**src/rtl/io_hub_pkg.sv**
```systemverilog
// io_hub_pkg: shared constants for the I/O hub DMA block.
//   - CSR word addresses
//   - CTRL and STATUS bit positions
//   - DMA FSM state encoding
package io_hub_pkg;

  // CSR word addresses
  localparam int unsigned IO_HUB_CTRL       = 0;
  localparam int unsigned IO_HUB_STATUS     = 1;
  localparam int unsigned IO_HUB_ADDR_FIRST = 2;
  localparam int unsigned IO_HUB_ADDR_END   = 3;
  localparam int unsigned IO_HUB_COUNT      = 4;

  // CTRL bits
  localparam int unsigned CTRL_START   = 0;
  localparam int unsigned CTRL_WRAP    = 1;
  localparam int unsigned CTRL_FLUSH   = 2;
  localparam int unsigned CTRL_IRQ_ENA = 3;

  // STATUS bits
  localparam int unsigned ST_BUSY      = 0;
  localparam int unsigned ST_DONE      = 1;
  localparam int unsigned ST_EMPTY     = 2;
  localparam int unsigned ST_FULL      = 3;
  localparam int unsigned ST_ERR       = 4;
  localparam int unsigned ST_WRAPPED   = 5;
  localparam int unsigned ST_LEVEL_LSB = 8;
  localparam int unsigned ST_LEVEL_W   = 8;

  // DMA FSM states
  typedef enum logic [1:0] {
    S_IDLE = 2'd0,
    S_WAIT = 2'd1,
    S_REQ  = 2'd2,
    S_DONE = 2'd3
  } dma_state_e;

endpackage

```
**src/rtl/io_hub_fifo.sv**
```systemverilog
// io_hub_fifo: synchronous first-word-fall-through FIFO.
// Ports:
//   clk, rst_n   clock, async active-low reset
//   flush        empty the FIFO (wins over push/pop)
//   push, din    write a word (accepted when not full, or when popping)
//   pop          drop the head word (ignored when empty)
//   dout         head word, valid while !empty
//   full, empty  status flags
//   level        number of stored words
module io_hub_fifo #(
  parameter int unsigned DW    = 32,
  parameter int unsigned DEPTH = 8
) (
  input  logic                       clk,
  input  logic                       rst_n,
  input  logic                       flush,
  input  logic                       push,
  input  logic                       pop,
  input  logic [DW-1:0]              din,
  output logic [DW-1:0]              dout,
  output logic                       full,
  output logic                       empty,
  output logic [$clog2(DEPTH):0]     level
);

  localparam int unsigned PW = $clog2(DEPTH);
  localparam int unsigned LW = PW + 1;

  logic [DW-1:0] mem_q [DEPTH];
  logic [PW-1:0] wr_ptr_q, rd_ptr_q;
  logic [LW-1:0] level_q;
  logic          push_c, pop_c;

  assign full   = (level_q == LW'(DEPTH));
  assign empty  = (level_q == '0);
  assign level  = level_q;
  assign dout   = mem_q[rd_ptr_q];
  assign pop_c  = pop & ~empty;
  // A full FIFO can still take a word in the cycle it releases one.
  assign push_c = push & (~full | pop_c);

  // Storage, pointers and level; power-of-two depth lets pointers wrap naturally.
  always_ff @(posedge clk or negedge rst_n) begin
    if (!rst_n) begin
      wr_ptr_q <= '0;
      rd_ptr_q <= '0;
      level_q  <= '0;
      for (int i = 0; i < int'(DEPTH); i++) mem_q[i] <= '0;
    end else if (flush) begin
      wr_ptr_q <= '0;
      rd_ptr_q <= '0;
      level_q  <= '0;
    end else begin
      if (push_c) begin
        mem_q[wr_ptr_q] <= din;
        wr_ptr_q        <= wr_ptr_q + PW'(1);
      end
      if (pop_c) rd_ptr_q <= rd_ptr_q + PW'(1);
      level_q <= level_q + LW'(push_c) - LW'(pop_c);
    end
  end

endmodule

```
**src/rtl/io_hub_dma.sv**
```systemverilog
// io_hub_dma: buffers an inbound word stream and drains it to a programmable
// address window over a Wishbone-style DMA master, single-shot or circular.
// Ports:
//   clk, rst_n                     clock, async active-low reset
//   src_valid_i/ready_o/data_i     inbound stream
//   io_stb_i/we_i/addr_i/data_i    CSR slave request
//   io_ack_o/io_data_o             CSR acknowledge and read data
//   dma_cyc_o/stb_o/we_o/addr_o/data_o, dma_ack_i   DMA master port
//   irq_o                          interrupt
// Optional: define IO_HUB_DMA_IRQ_EN for CTRL.IRQ_ENA, STATUS.WRAPPED and irq_o.
module io_hub_dma
  import io_hub_pkg::*;
#(
  parameter int unsigned DW    = 32,
  parameter int unsigned AW    = 16,
  parameter int unsigned IO_AW = 16,
  parameter int unsigned DEPTH = 8
) (
  input  logic             clk,
  input  logic             rst_n,
  input  logic             src_valid_i,
  output logic             src_ready_o,
  input  logic [DW-1:0]    src_data_i,
  input  logic             io_stb_i,
  input  logic             io_we_i,
  input  logic [IO_AW-1:0] io_addr_i,
  input  logic [DW-1:0]    io_data_i,
  output logic             io_ack_o,
  output logic [DW-1:0]    io_data_o,
  output logic             dma_cyc_o,
  output logic             dma_stb_o,
  output logic             dma_we_o,
  input  logic             dma_ack_i,
  output logic [AW-1:0]    dma_addr_o,
  output logic [DW-1:0]    dma_data_o,
  output logic             irq_o
);

  localparam int unsigned LW = $clog2(DEPTH) + 1;

  dma_state_e    state_q, state_d;
  logic [AW-1:0] cur_addr_q, count_q, addr_first_q, addr_end_q;
  logic          wrap_q, done_q, err_q, abort_q, io_ack_q, stb_q;
  logic [DW-1:0] io_rdata_q;

  logic          fifo_full, fifo_empty;
  logic [LW-1:0] fifo_level;
  logic [DW-1:0] fifo_head;
  logic          push_c, pop_c, fifo_flush_c;

  logic access_c, wr_c, busy_c, start_c, flush_c;
  logic sel_ctrl_c, sel_status_c, sel_first_c, sel_end_c, sel_count_c;
  logic load_c, set_err_c, clr_flags_c, set_done_c, adv_c, rewind_c;
  logic abort_set_c, abort_clr_c, wrapped_c;
  logic [DW-1:0] status_c, rdata_c;
  logic unused_c;

  // Only some write-data bits are meaningful; fold the rest away.
  assign unused_c = ^io_data_i;

  // CSR decode: a request is taken when strobed with no ack outstanding.
  assign access_c     = io_stb_i & ~io_ack_q;
  assign wr_c         = access_c & io_we_i;
  assign sel_ctrl_c   = (io_addr_i == IO_AW'(IO_HUB_CTRL));
  assign sel_status_c = (io_addr_i == IO_AW'(IO_HUB_STATUS));
  assign sel_first_c  = (io_addr_i == IO_AW'(IO_HUB_ADDR_FIRST));
  assign sel_end_c    = (io_addr_i == IO_AW'(IO_HUB_ADDR_END));
  assign sel_count_c  = (io_addr_i == IO_AW'(IO_HUB_COUNT));
  assign start_c      = wr_c & sel_ctrl_c & io_data_i[CTRL_START];
  assign flush_c      = wr_c & sel_ctrl_c & io_data_i[CTRL_FLUSH];
  assign busy_c       = (state_q != S_IDLE);

  // Stream input; pushes are dropped in the cycle the FIFO is flushed.
  assign push_c      = src_valid_i & ~fifo_full & ~fifo_flush_c;
  assign src_ready_o = ~fifo_full;

  io_hub_fifo #(
    .DW    (DW),
    .DEPTH (DEPTH)
  ) u_fifo (
    .clk   (clk),
    .rst_n (rst_n),
    .flush (fifo_flush_c),
    .push  (push_c),
    .pop   (pop_c),
    .din   (src_data_i),
    .dout  (fifo_head),
    .full  (fifo_full),
    .empty (fifo_empty),
    .level (fifo_level)
  );

  // FSM state register
  always_ff @(posedge clk or negedge rst_n) begin
    if (!rst_n) state_q <= S_IDLE;
    else        state_q <= state_d;
  end

  // FSM next state and datapath controls
  always_comb begin
    state_d      = state_q;
    load_c       = 1'b0;
    set_err_c    = 1'b0;
    clr_flags_c  = 1'b0;
    set_done_c   = 1'b0;
    pop_c        = 1'b0;
    adv_c        = 1'b0;
    rewind_c     = 1'b0;
    fifo_flush_c = 1'b0;
    abort_set_c  = 1'b0;
    abort_clr_c  = 1'b0;
    case (state_q)
      S_IDLE: begin
        if (flush_c) begin
          fifo_flush_c = 1'b1;
          clr_flags_c  = 1'b1;
        end else if (start_c) begin
          if (addr_end_q < addr_first_q) begin
            set_err_c = 1'b1;
          end else begin
            load_c      = 1'b1;
            clr_flags_c = 1'b1;
            state_d     = S_WAIT;
          end
        end
      end
      S_WAIT: begin
        if (flush_c | abort_q) begin
          fifo_flush_c = 1'b1;
          abort_clr_c  = 1'b1;
          state_d      = S_IDLE;
        end else if (!fifo_empty) begin
          state_d = S_REQ;
        end
      end
      S_REQ: begin
        if (dma_ack_i) begin
          pop_c = 1'b1;
          // An abort requested during the beat lands here, after the beat counts.
          if (flush_c | abort_q) begin
            fifo_flush_c = 1'b1;
            abort_clr_c  = 1'b1;
            state_d      = S_IDLE;
          end else if (cur_addr_q == addr_end_q) begin
            if (wrap_q) begin
              rewind_c = 1'b1;
              state_d  = S_WAIT;
            end else begin
              state_d = S_DONE;
            end
          end else begin
            adv_c   = 1'b1;
            state_d = S_WAIT;
          end
        end else if (flush_c) begin
          abort_set_c = 1'b1;
        end
      end
      S_DONE: begin
        state_d = S_IDLE;
        if (flush_c) fifo_flush_c = 1'b1;
        else         set_done_c   = 1'b1;
      end
      default: state_d = S_IDLE;
    endcase
  end

  // Transfer datapath, sticky flags and CSR registers
  always_ff @(posedge clk or negedge rst_n) begin
    if (!rst_n) begin
      cur_addr_q   <= '0;
      count_q      <= '0;
      addr_first_q <= '0;
      addr_end_q   <= '0;
      wrap_q       <= 1'b0;
      done_q       <= 1'b0;
      err_q        <= 1'b0;
      abort_q      <= 1'b0;
      io_ack_q     <= 1'b0;
      io_rdata_q   <= '0;
      stb_q        <= 1'b0;
    end else begin
      if (load_c) begin
        cur_addr_q <= addr_first_q;
        count_q    <= '0;
      end else begin
        if (rewind_c)   cur_addr_q <= addr_first_q;
        else if (adv_c) cur_addr_q <= cur_addr_q + AW'(1);
        if (pop_c)      count_q    <= count_q + AW'(1);
      end

      if (clr_flags_c) begin
        done_q <= 1'b0;
        err_q  <= 1'b0;
      end else begin
        if (set_done_c) done_q <= 1'b1;
        if (set_err_c)  err_q  <= 1'b1;
      end

      if (abort_clr_c)      abort_q <= 1'b0;
      else if (abort_set_c) abort_q <= 1'b1;

      // Window and mode are frozen while a transfer is running.
      if (wr_c && !busy_c) begin
        if (sel_first_c) addr_first_q <= io_data_i[AW-1:0];
        if (sel_end_c)   addr_end_q   <= io_data_i[AW-1:0];
        if (sel_ctrl_c)  wrap_q       <= io_data_i[CTRL_WRAP];
      end

      io_ack_q   <= access_c;
      io_rdata_q <= (access_c && !io_we_i) ? rdata_c : '0;
      stb_q      <= (state_d == S_REQ);
    end
  end

`ifdef IO_HUB_DMA_IRQ_EN
  logic irq_ena_q, wrapped_q, irq_q;

  // Interrupt enable, wrap event latch and level interrupt
  always_ff @(posedge clk or negedge rst_n) begin
    if (!rst_n) begin
      irq_ena_q <= 1'b0;
      wrapped_q <= 1'b0;
      irq_q     <= 1'b0;
    end else begin
      if (wr_c && sel_ctrl_c) irq_ena_q <= io_data_i[CTRL_IRQ_ENA];
      if (rewind_c)
        wrapped_q <= 1'b1;
      else if (wr_c && sel_status_c && io_data_i[ST_WRAPPED])
        wrapped_q <= 1'b0;
      irq_q <= irq_ena_q & (done_q | err_q | wrapped_q);
    end
  end

  assign wrapped_c = wrapped_q;
  assign irq_o     = irq_q;
`else
  assign wrapped_c = 1'b0;
  assign irq_o     = 1'b0;
`endif

  // STATUS word and CSR read mux
  always_comb begin
    status_c             = '0;
    status_c[ST_BUSY]    = busy_c;
    status_c[ST_DONE]    = done_q;
    status_c[ST_EMPTY]   = fifo_empty;
    status_c[ST_FULL]    = fifo_full;
    status_c[ST_ERR]     = err_q;
    status_c[ST_WRAPPED] = wrapped_c;
    status_c[ST_LEVEL_LSB +: ST_LEVEL_W] = ST_LEVEL_W'(fifo_level);

    rdata_c = '0;
    if (sel_status_c)     rdata_c = status_c;
    else if (sel_first_c) rdata_c = DW'(addr_first_q);
    else if (sel_end_c)   rdata_c = DW'(addr_end_q);
    else if (sel_count_c) rdata_c = DW'(count_q);
  end

  assign io_ack_o   = io_ack_q;
  assign io_data_o  = io_rdata_q;
  assign dma_cyc_o  = stb_q;
  assign dma_stb_o  = stb_q;
  assign dma_we_o   = stb_q;
  assign dma_addr_o = cur_addr_q;
  assign dma_data_o = fifo_head;

endmodule

```
**config.mk**
```make
export PLATFORM = sky130hd
export DESIGN_NAME = io_hub_dma
export DESIGN_NICKNAME = d
export VERILOG_FILES = /design/src/rtl/io_hub_pkg.sv /design/src/rtl/io_hub_fifo.sv /design/src/rtl/io_hub_dma.sv
export SDC_FILE = /design/constraint.sdc
export NUM_CORES = 1
export LEC_CHECK = 0
export CAP_MARGIN = 20
export CORE_UTILIZATION = 35
export DETAILED_ROUTE_END_ITERATION = 10
export PLACE_DENSITY_LB_ADDON = 0.1
export SLEW_MARGIN = 10
export SYNTH_ARGS = -nofsm -noshare
export SYNTH_HDL_FRONTEND = slang
export SYNTH_SLANG_ARGS = --single-unit
```
**constraint.sdc**
```tcl
create_clock -name clk -period 8.05 [get_ports clk]
set_clock_uncertainty 0.2 [all_clocks]
set_input_delay 1.61 -clock clk [delete_from_list [all_inputs] [get_ports clk]]
set_output_delay 1.61 -clock clk [all_outputs]
set_load 0.1 [all_outputs]
```
# Word level (Yosys, flattened, before mapping)
# Cells that the tools add are included.
# word_totals
reg_bits,370
input_bits,86
out_inout_bits,86
elab_cells,148
# classes
add_sub_neg,6
order_cmp,4
eq_ne,10
muxes,67
n_bitwise,17
n_reduce_logical,21
# ops
op,n
bitwise mux 256 bit,1
2-to-1 mux 32 bit,5
2-to-1 mux 16 bit,8
binary-select mux 32 bit (select 3 bit),1
demux 32 bit (select 3 bit),1
2-to-1 mux 1 bit,34
adder 16 x 1 -> 16 bit (second input constant),2
equality test 16 x 2 -> 1 bit (second input constant),2
2-to-1 mux 2 bit,9
equality test 16 x 1 -> 1 bit (second input constant),1
equality test 16 bit,1
equality test 16 x 3 -> 1 bit (second input constant),1
logical NOT 16 bit,1
less-than comparator 16 bit,1
nonzero test 2 bit,7
2-to-1 mux 3 bit,4
bitwise AND 1 bit,9
greater-or-equal comparator 4 bit (second input constant),2
NOT 3 -> 4 bit,2
one-hot mux 2 bit (4 select lines),1
AND reduction 2 bit,4
adder 3 x 1 -> 3 bit (second input constant),2
equality test 2 bit (second input constant),3
adder 4 x 1 -> 4 bit,1
other kinds (15),22

# Longest topological paths before layout
# Gate-level depths: netlist of the first run.
# depth
word_depth,15
mapped_depth,13
mapped_depth_nobuf,11

# By module
# A second synthesis of the first run with hierarchy kept.
# hier_totals
cells_unflattened,1228
area_unflattened_um2,17185.2
# modules_own_cells
mod,instances,cells_per_inst,area_per_inst_um2,seq_area_each_um2
io_hub_fifo,1,730,12240.5,6656.4
io_hub_dma,1,498,4944.7,2202.1

# Worst setup path before layout of the first run
# No wires, ideal clock.
# synth_path
path_kind,input to register
startpoint,in io_addr_i[3]
endpoint,"reg u_fifo.level_q[2], in the netlist u_fifo.level[2]"
setup_time_ns,0.132
arrival_time_ns,4.265
t_required_ns,7.718
path_slack_ns,3.453
path_stages,10
n_path_buf,1
cell_sequence,or4_4 nor3_4 a21oi_1 o22ai_4 clkbuf_1 nor2_1 ha_1 fa_1 xnor2_1 nor2_1
# synth_between
elab_chain_cells,13
elab_cells_between_ends,14
cone_classes,add/sub (2); mux (5); bitwise (6); reduce/logical (1)
# synth_lines
item,line_no,source
"start, declared",io_hub_dma.sv:26,"input logic [IO_AW-1:0] io_addr_i,"
logical NOT 16 bit *,io_hub_dma.sv:64,assign sel_ctrl_c = (io_addr_i == IO_AW'(IO_HUB_CTRL));
bitwise AND 1 bit * (2 in series),io_hub_dma.sv:70,assign flush_c = wr_c & sel_ctrl_c & io_data_i[CTRL_FLUSH];
bitwise OR 1 bit,"io_hub_dma.sv:128, io_hub_dma.sv:140",
2-to-1 mux 1 bit,"io_hub_dma.sv:128, io_hub_dma.sv:140",
2-to-1 mux 1 bit,io_hub_dma.sv:137,if (dma_ack_i) begin
one-hot mux 1 bit (3 select lines) *,io_hub_dma.sv:112,case (state_q)
NOT 1 bit (no source line),--,
bitwise AND 1 bit,io_hub_dma.sv:74,assign push_c = src_valid_i & ~fifo_full & ~fifo_flush_c;
bitwise AND 1 bit,io_hub_fifo.sv:40,assign push_c = push & (~full | pop_c);
adder 4 x 1 -> 4 bit,io_hub_fifo.sv:59,level_q <= level_q + LW'(push_c) - LW'(pop_c);
subtractor 4 x 1 -> 4 bit,io_hub_fifo.sv:59,
2-to-1 mux 4 bit *,io_hub_fifo.sv:49,end else if (flush) begin
"end signal, assigned",io_hub_fifo.sv:59,
"end, declared",io_hub_fifo.sv:31,logic [LW-1:0] level_q;
# Mark *: on every way between the ends. The rest lies on a longest branch, timed or not.
# A chain may end at the register's enable or synchronous reset.

# Final worst setup path of the first run
# layout_path
startpoint,reg u_fifo.rd_ptr_q[0]
endpoint,out dma_data_o[1]
# layout_between
elab_chain_cells,4
# layout_lines
item,line_no,source
"start, declared",io_hub_fifo.sv:30,"logic [PW-1:0] wr_ptr_q, rd_ptr_q;"
"start signal, assigned",io_hub_fifo.sv:58,if (pop_c) rd_ptr_q <= rd_ptr_q + PW'(1);
NOT 3 -> 4 bit (implied by the code),io_hub_fifo.sv:37,assign dout = mem_q[rd_ptr_q];
binary-select mux 32 bit (select 3 bit),io_hub_fifo.sv:37,
2-to-1 mux 32 bit (implied by the code) (2 in series),io_hub_fifo.sv:37,
"end, declared",io_hub_dma.sv:35,"output logic [DW-1:0] dma_data_o,"
# Every way passes these cells. The select of a mux whose other input is x is not followed.

==> results.cfg, run 1 <==
[yosys]
yosys-top-cells-area = dfrtp_1 (49%), mux2_4 (21%), mux4_2 (8.0%), mux2_2 (4.6%), xor2_1 (2.0%)
ys_seq_area_frac = 0.489
yosysTopAreaCell = dfrtp_1
syn_area_um2 = 18100
synth_ff_type = dfrtp_1
ys_seq_elements = 354
synth_edf_count = 0
yosys.area.top_type_share = 0.489
yosysMostFrequentCell = dfrtp_1
synth_commonest_cells = dfrtp_1 (354), mux2_4 (250), mux2_2 (74)
yosysUniqueCellTypes = 56
synthArstFlopShare = 1.00
postSynthCellCount = 1205
syn_avg_cell_area_um2 = 15.0
yosys_warnings = 0

[critical_path]
reg2reg_to = dma_addr_o[15]
r2r_slack_ns = 4.87
crit_buf_inv = 2
cp_max_fo = 24
path_class = reg2out
end_kind = output pin
startpoint = u_fifo.rd_ptr_q[0]
rr_worst_depth = 7
arrival_ns = 3.75
crit_slowest_cell = clkdlybuf4s50_1
worstPathCellList = buf_4, mux4_2, mux2_2, clkdlybuf4s50_1
cp.depth = 4
cpPeakStageDelay_ns = 1.03
r2r_start = dma_addr_o[3]
cp_data_required_time_ns = 6.24
critPathLaunchType = flip-flop
path_delay_family = buffers and inverters
crit_end = dma_data_o[1]

[pwr]
ir_worst_vdd_mv = 0.480
p_seq_frac = 0.307
p_per_area_nw_per_um2 = 449
p_clk_frac = 0.201
leakagePower_nw = 9.54
comb_power_share = 0.492
p_switching_w = 0.00385
swShare = 0.398
power.internal_w = 0.00582

[final_layout]
final_nets = 1469
layout-drive-gt1-share = 0.369
num_antenna_cells = 0
postLayoutCoreUtil = 0.421
finish.instance_area_um2 = 21500
fill_cells = 4677
stdcell_count = 2065
area_growth_pct = 18.9
regArea_um2 = 8870
multi_input_area_um2 = 8630

[floorplan]
die_width_um = 230
rows = 83
start_util = 0.354
core-area_um2 = 51200
io_pins = 172
dieArea_um2 = 52700
die_h_um = 230

[sta]
rsz0062_at_grt = false
max_freq_mhz = 180
setup_ws_ns = 2.49
setup_viol = 0
slew_headroom = 0.261
slew_viol_final = 0
finalCriticalPeriod_ns = 5.56
min_period_over_period = 0.691
tightest_slew_ns = 1.11
hold_viol_final = 0
fin_tns_setup_ns = 0

[grt]
grt.total_usage = 0.167
grt_antenna_before_repair = 2
grt_pass1_wl_um = 67700
grt_max_degree = 174
grt_overflow_total = 0
grt_pass1_vias = 10900

[cts]
root_buffer = clkbuf_16
clk_latency_ns = 0.55
clock-sinks = 354
cts_setup_buffers = 0
cts_buffer_depth = 3
cts_resized = 0
tritoncts.num_buffers = 43
clkTransAtPathRegs_ns = 0.06
htreeDepth = 2
cts_tree = done
holdBufCountCts = 0

[place]
place_ws_ns = 2.36
placed_cell_area_um2 = 20100
dp.final_hpwl_um = 26000
dp_cells = 1986
gp_congestion = 0.743
portBuffers = 138

[drt]
drt-initial-drc-count = 660
first_pass_iters = 10
drt_drc_violations_left = 2
via_per_inst = 4.95
routed_wl_um = 43000
vias = 10200
wire_per_inst_um = 20.8
ant_nets = 0

[worst_hold_path]
hp-start = io_ack_o
hold_path.class = reg2reg

[status]
violations = design-rule violations
status = finished with violations

[job]
cap_violations = 0
cell families after synthesis:
logic type                 after synthesis  synth area share
xor gates and xnor gates                52            0.0251
buffers and inverters                  113            0.0382
adders and majority gates               30            0.0211
other                                    1          0.000207
AOI/OAI and AO/OA                       66            0.0259
muxes                                  403             0.341
DFF                                    354             0.489
and+or+nand+nor                        186            0.0595
worst register-to-register path, stage by stage (launching register included):
cell and delay [ns]:
dfrtp_1 0.46, xor2_1 0.20, nor4_1 0.44, nand4_1 0.77, nor2_1 0.35, a22oi_2 0.09
buf_4 0.26, mux2_2 0.30
layer usage:
layer	part of all wire	GRT usage
met1	0.48	0.237
met2	0.46	0.264
met3	0.040	0.0274
met4	0.017	0.0450
met5	0.00060	0
per-stage QoR:
stage                     total power [W]  hold slack, ns
after global routing               0.0102           0.312
after floorplan                   0.00678           0.275
after CTS                         0.00981           0.300
after global placement            0.00774           0.286
final                             0.00967           0.299
after detailed placement          0.00777           0.280
power groups by stage:
stage	combinational, W	clock [W]	sequential, W
3_5_place_dp	0.00480	0	0.00298
2_1_floorplan	0.00398	0	0.00280
5_1_grt	0.00500	0.00210	0.00306
3_3_place_gp	0.00476	0	0.00298
6_report	0.00476	0.00195	0.00297
4_1_cts	0.00481	0.00202	0.00297
worst min-delay path by stage:
stage / endpoint / cells after the start
3_5_place_dp: io_ack_o / 1
3_3_place_gp: u_fifo.mem_q[64] / 1
2_1_floorplan: u_fifo.mem_q[32] / 1
6_report: io_ack_o / 1
5_1_grt: u_fifo.mem_q[197] / 1
4_1_cts: io_ack_o / 1
flip-flops by register name, indices dropped and copies added, names as in the netlist, 3 cells and up:
name,cells
addr_end_q,16
addr_first_q,16
count_q,16
dma_addr_o,16
io_data_o,16
u_fifo.level,4
u_fifo.mem_q,256
u_fifo.rd_ptr_q,3
u_fifo.wr_ptr_q,3
layout make-up:
cell class,instances,area share
flip-flops and latches,354,0.412
multi-input cells,754,0.401
repair buffers,170,0.0766
clock buffers,65,0.0609
well taps,680,0.0395
clock inverters,12,0.00529
inverters,30,0.00523
cells in the final DEF (no fill, tap or decap), types with 10 or more instances in the layout:
| master | n |
|---|---|
| nand3_1 | 18 |
| xor2_1 | 42 |
| clkbuf_16 | 45 |
| inv_1 | 30 |
| mux2_2 | 74 |
| dfrtp_1 | 351 |
| clkdlybuf4s50_1 | 137 |
| conb_1 | 17 |
| buf_4 | 28 |
| a21oi_1 | 12 |
| ha_1 | 29 |
| nand2_1 | 35 |
| xnor2_1 | 10 |
| mux2i_1 | 15 |
| clkbuf_8 | 11 |
| mux2_4 | 250 |
| nor2_1 | 52 |
| mux4_2 | 64 |
| nand4_1 | 18 |
| o21ai_0 | 17 |
No activity file was read; power rests on OpenSTA's default activity.
==> run 2, diff against run 1 <==
- clock period: 8.05 -> 4.8 ns (I/O delays scaled with it)
==> run 2 against run 1 <==
  * Worst hold slack lost 0.17 ns
  * Critical path type unchanged
  * Flip-flop and latch count is the same
  * The run now ends clean
  * Total power grew 67%
  * Count of clock-buffer cells in the layout is the same
  * Die area is the same
  * Largest cell class unchanged
  * Core utilization grew 0.081 points
  * Critical path depth is the same
  * Highest routed layer unchanged
  * Critical endpoint is now dma_data_o[29]
  * Cell count grew 0.15%
  * Sequential power grew 69%
==> results.cfg, run 2 (synthesized netlist as in run 1, its figures left out) <==
[place]
dp_cells = 1990
dp.final_hpwl_um = 26500
gp_congestion = 0.732
portBuffers = 138

[grt]
grt_antenna_before_repair = 1
grt_max_degree = 120
grt_pass1_wl_um = 68000
grt_overflow_total = 0
grt_pass1_vias = 11000
grt.total_usage = 0.167

[sta]
min_period_over_period = 0.848
finalCriticalPeriod_ns = 4.07
setup_viol = 0
slew_viol_final = 0
hold_viol_final = 0
whs_ns = 0.133
max_freq_mhz = 246
rsz0062_at_grt = false
tightest_slew_ns = 1.08
slew_headroom = 0.282
fin_tns_setup_ns = 0

[cts]
clk_latency_ns = 0.57
tritoncts.num_buffers = 42
cts_buffer_depth = 3
cts_resized = 0
cts_setup_buffers = 0
htreeDepth = 2
clock-sinks = 354
root_buffer = clkbuf_16
cts_tree = done
holdBufCountCts = 0
clkTransAtPathRegs_ns = 0.06

[final_layout]
largest_reg_flops = 256
final_common_cell = dfrtp_1
postLayoutCoreUtil = 0.422
final_nets = 1471
regMostFlops = u_fifo.mem_q
area_growth_pct = 19.1
layout-drive-gt1-share = 0.394
num_antenna_cells = 0
stdcell_count = 2068
layout_common_cells = dfrtp_1 (351), mux2_4 (250), clkdlybuf4s50_1 (105)

[floorplan]
dieArea_um2 = 52700
die_width_um = 230
core-area_um2 = 51200
io_pins = 172
rows = 83
start_util = 0.354
die_h_um = 230

[drt]
via_per_inst = 4.94
vias = 10200
drt-initial-drc-count = 460
first_pass_iters = 7
wire_per_inst_um = 20.7
drt_drc_violations_left = 0
routed_wl_um = 42800
ant_nets = 0

[job]
cap_violations = 0

[critical_path]
worstPathCellList = buf_12, mux4_2, mux2_2, buf_4
path_class = reg2out
arrival_ns = 2.91
crit_slowest_cell = dfrtp_4
cpPeakStageDelay_ns = 0.95
critPathLaunchType = flip-flop
cp_max_fo = 34
cp_data_required_time_ns = 3.64
end_kind = output pin

[pwr]
p_per_area_nw_per_um2 = 751
ir_worst_vdd_mv = 0.636
p_total_w = 0.0162
leakagePower_nw = 9.63

[status]
status = finished clean

[worst_hold_path]
hold_path.class = in2async
[run 2: worst paths after layout]
check | cells past startpoint | slack, ns | from | end
worst max-delay path | 4 | 0.73 | u_fifo.rd_ptr_q[0] | dma_data_o[29]
worst min-delay path | 1 | 0.13 | rst_n | u_fifo.mem_q[71]
worst max register to register | 9 | 1.55 | state_q[0] | u_fifo.mem_q[97]
worst min register to register | 1 | 0.30 | u_fifo.mem_q[166] | u_fifo.mem_q[166]
max in group asynchronous | 2 | 3.22 | rst_n | u_fifo.mem_q[152]
min in group clk | 1 | 0.30 | u_fifo.mem_q[166] | u_fifo.mem_q[166]
[run 2: final cells by class]
type	instances	area, um^2
Multi-Input combinational cell	754	8630
Timing Repair Buffer	173	1660
Clock inverter	12	154
Fill cell	4701	29600
Inverter	30	113
Sequential cell	354	8870
Clock buffer	65	1300
Tap cell	680	851
[run 2: through the flow]
| step | cell area [um^2] | setup slack (ns) |
|---|---|---|
| finish | 21600 | 0.732 |
| global route | 21600 | 0.563 |
| CTS | 21600 | 0.614 |
| detailed placement | 20100 | 0.344 |
| global placement | 20100 | 0.394 |
| floorplan | 18200 | 0.853 |
[run 2: power breakdown]
group          switching (W)  internal (W)
sequential          0.000835       0.00417
clock                0.00129       0.00203
combinational        0.00436       0.00353
total                0.00648       0.00973
[run 2: critical path: cells and delay by family (launching register included)]
kind / cells / cell delay [ns]
DFF: 1 / 0.95
buffers and inverters: 2 / 0.55
muxes: 2 / 0.83
[run 2: layer usage]
layer  wire [um]  vias to the layer above  GRT usage
met2       20000                      154      0.262
li1            -                     4666          -
met1       20600                     5346      0.239
met5          12                        -          0
met3        1580                       46     0.0294
met4         624                        2     0.0413
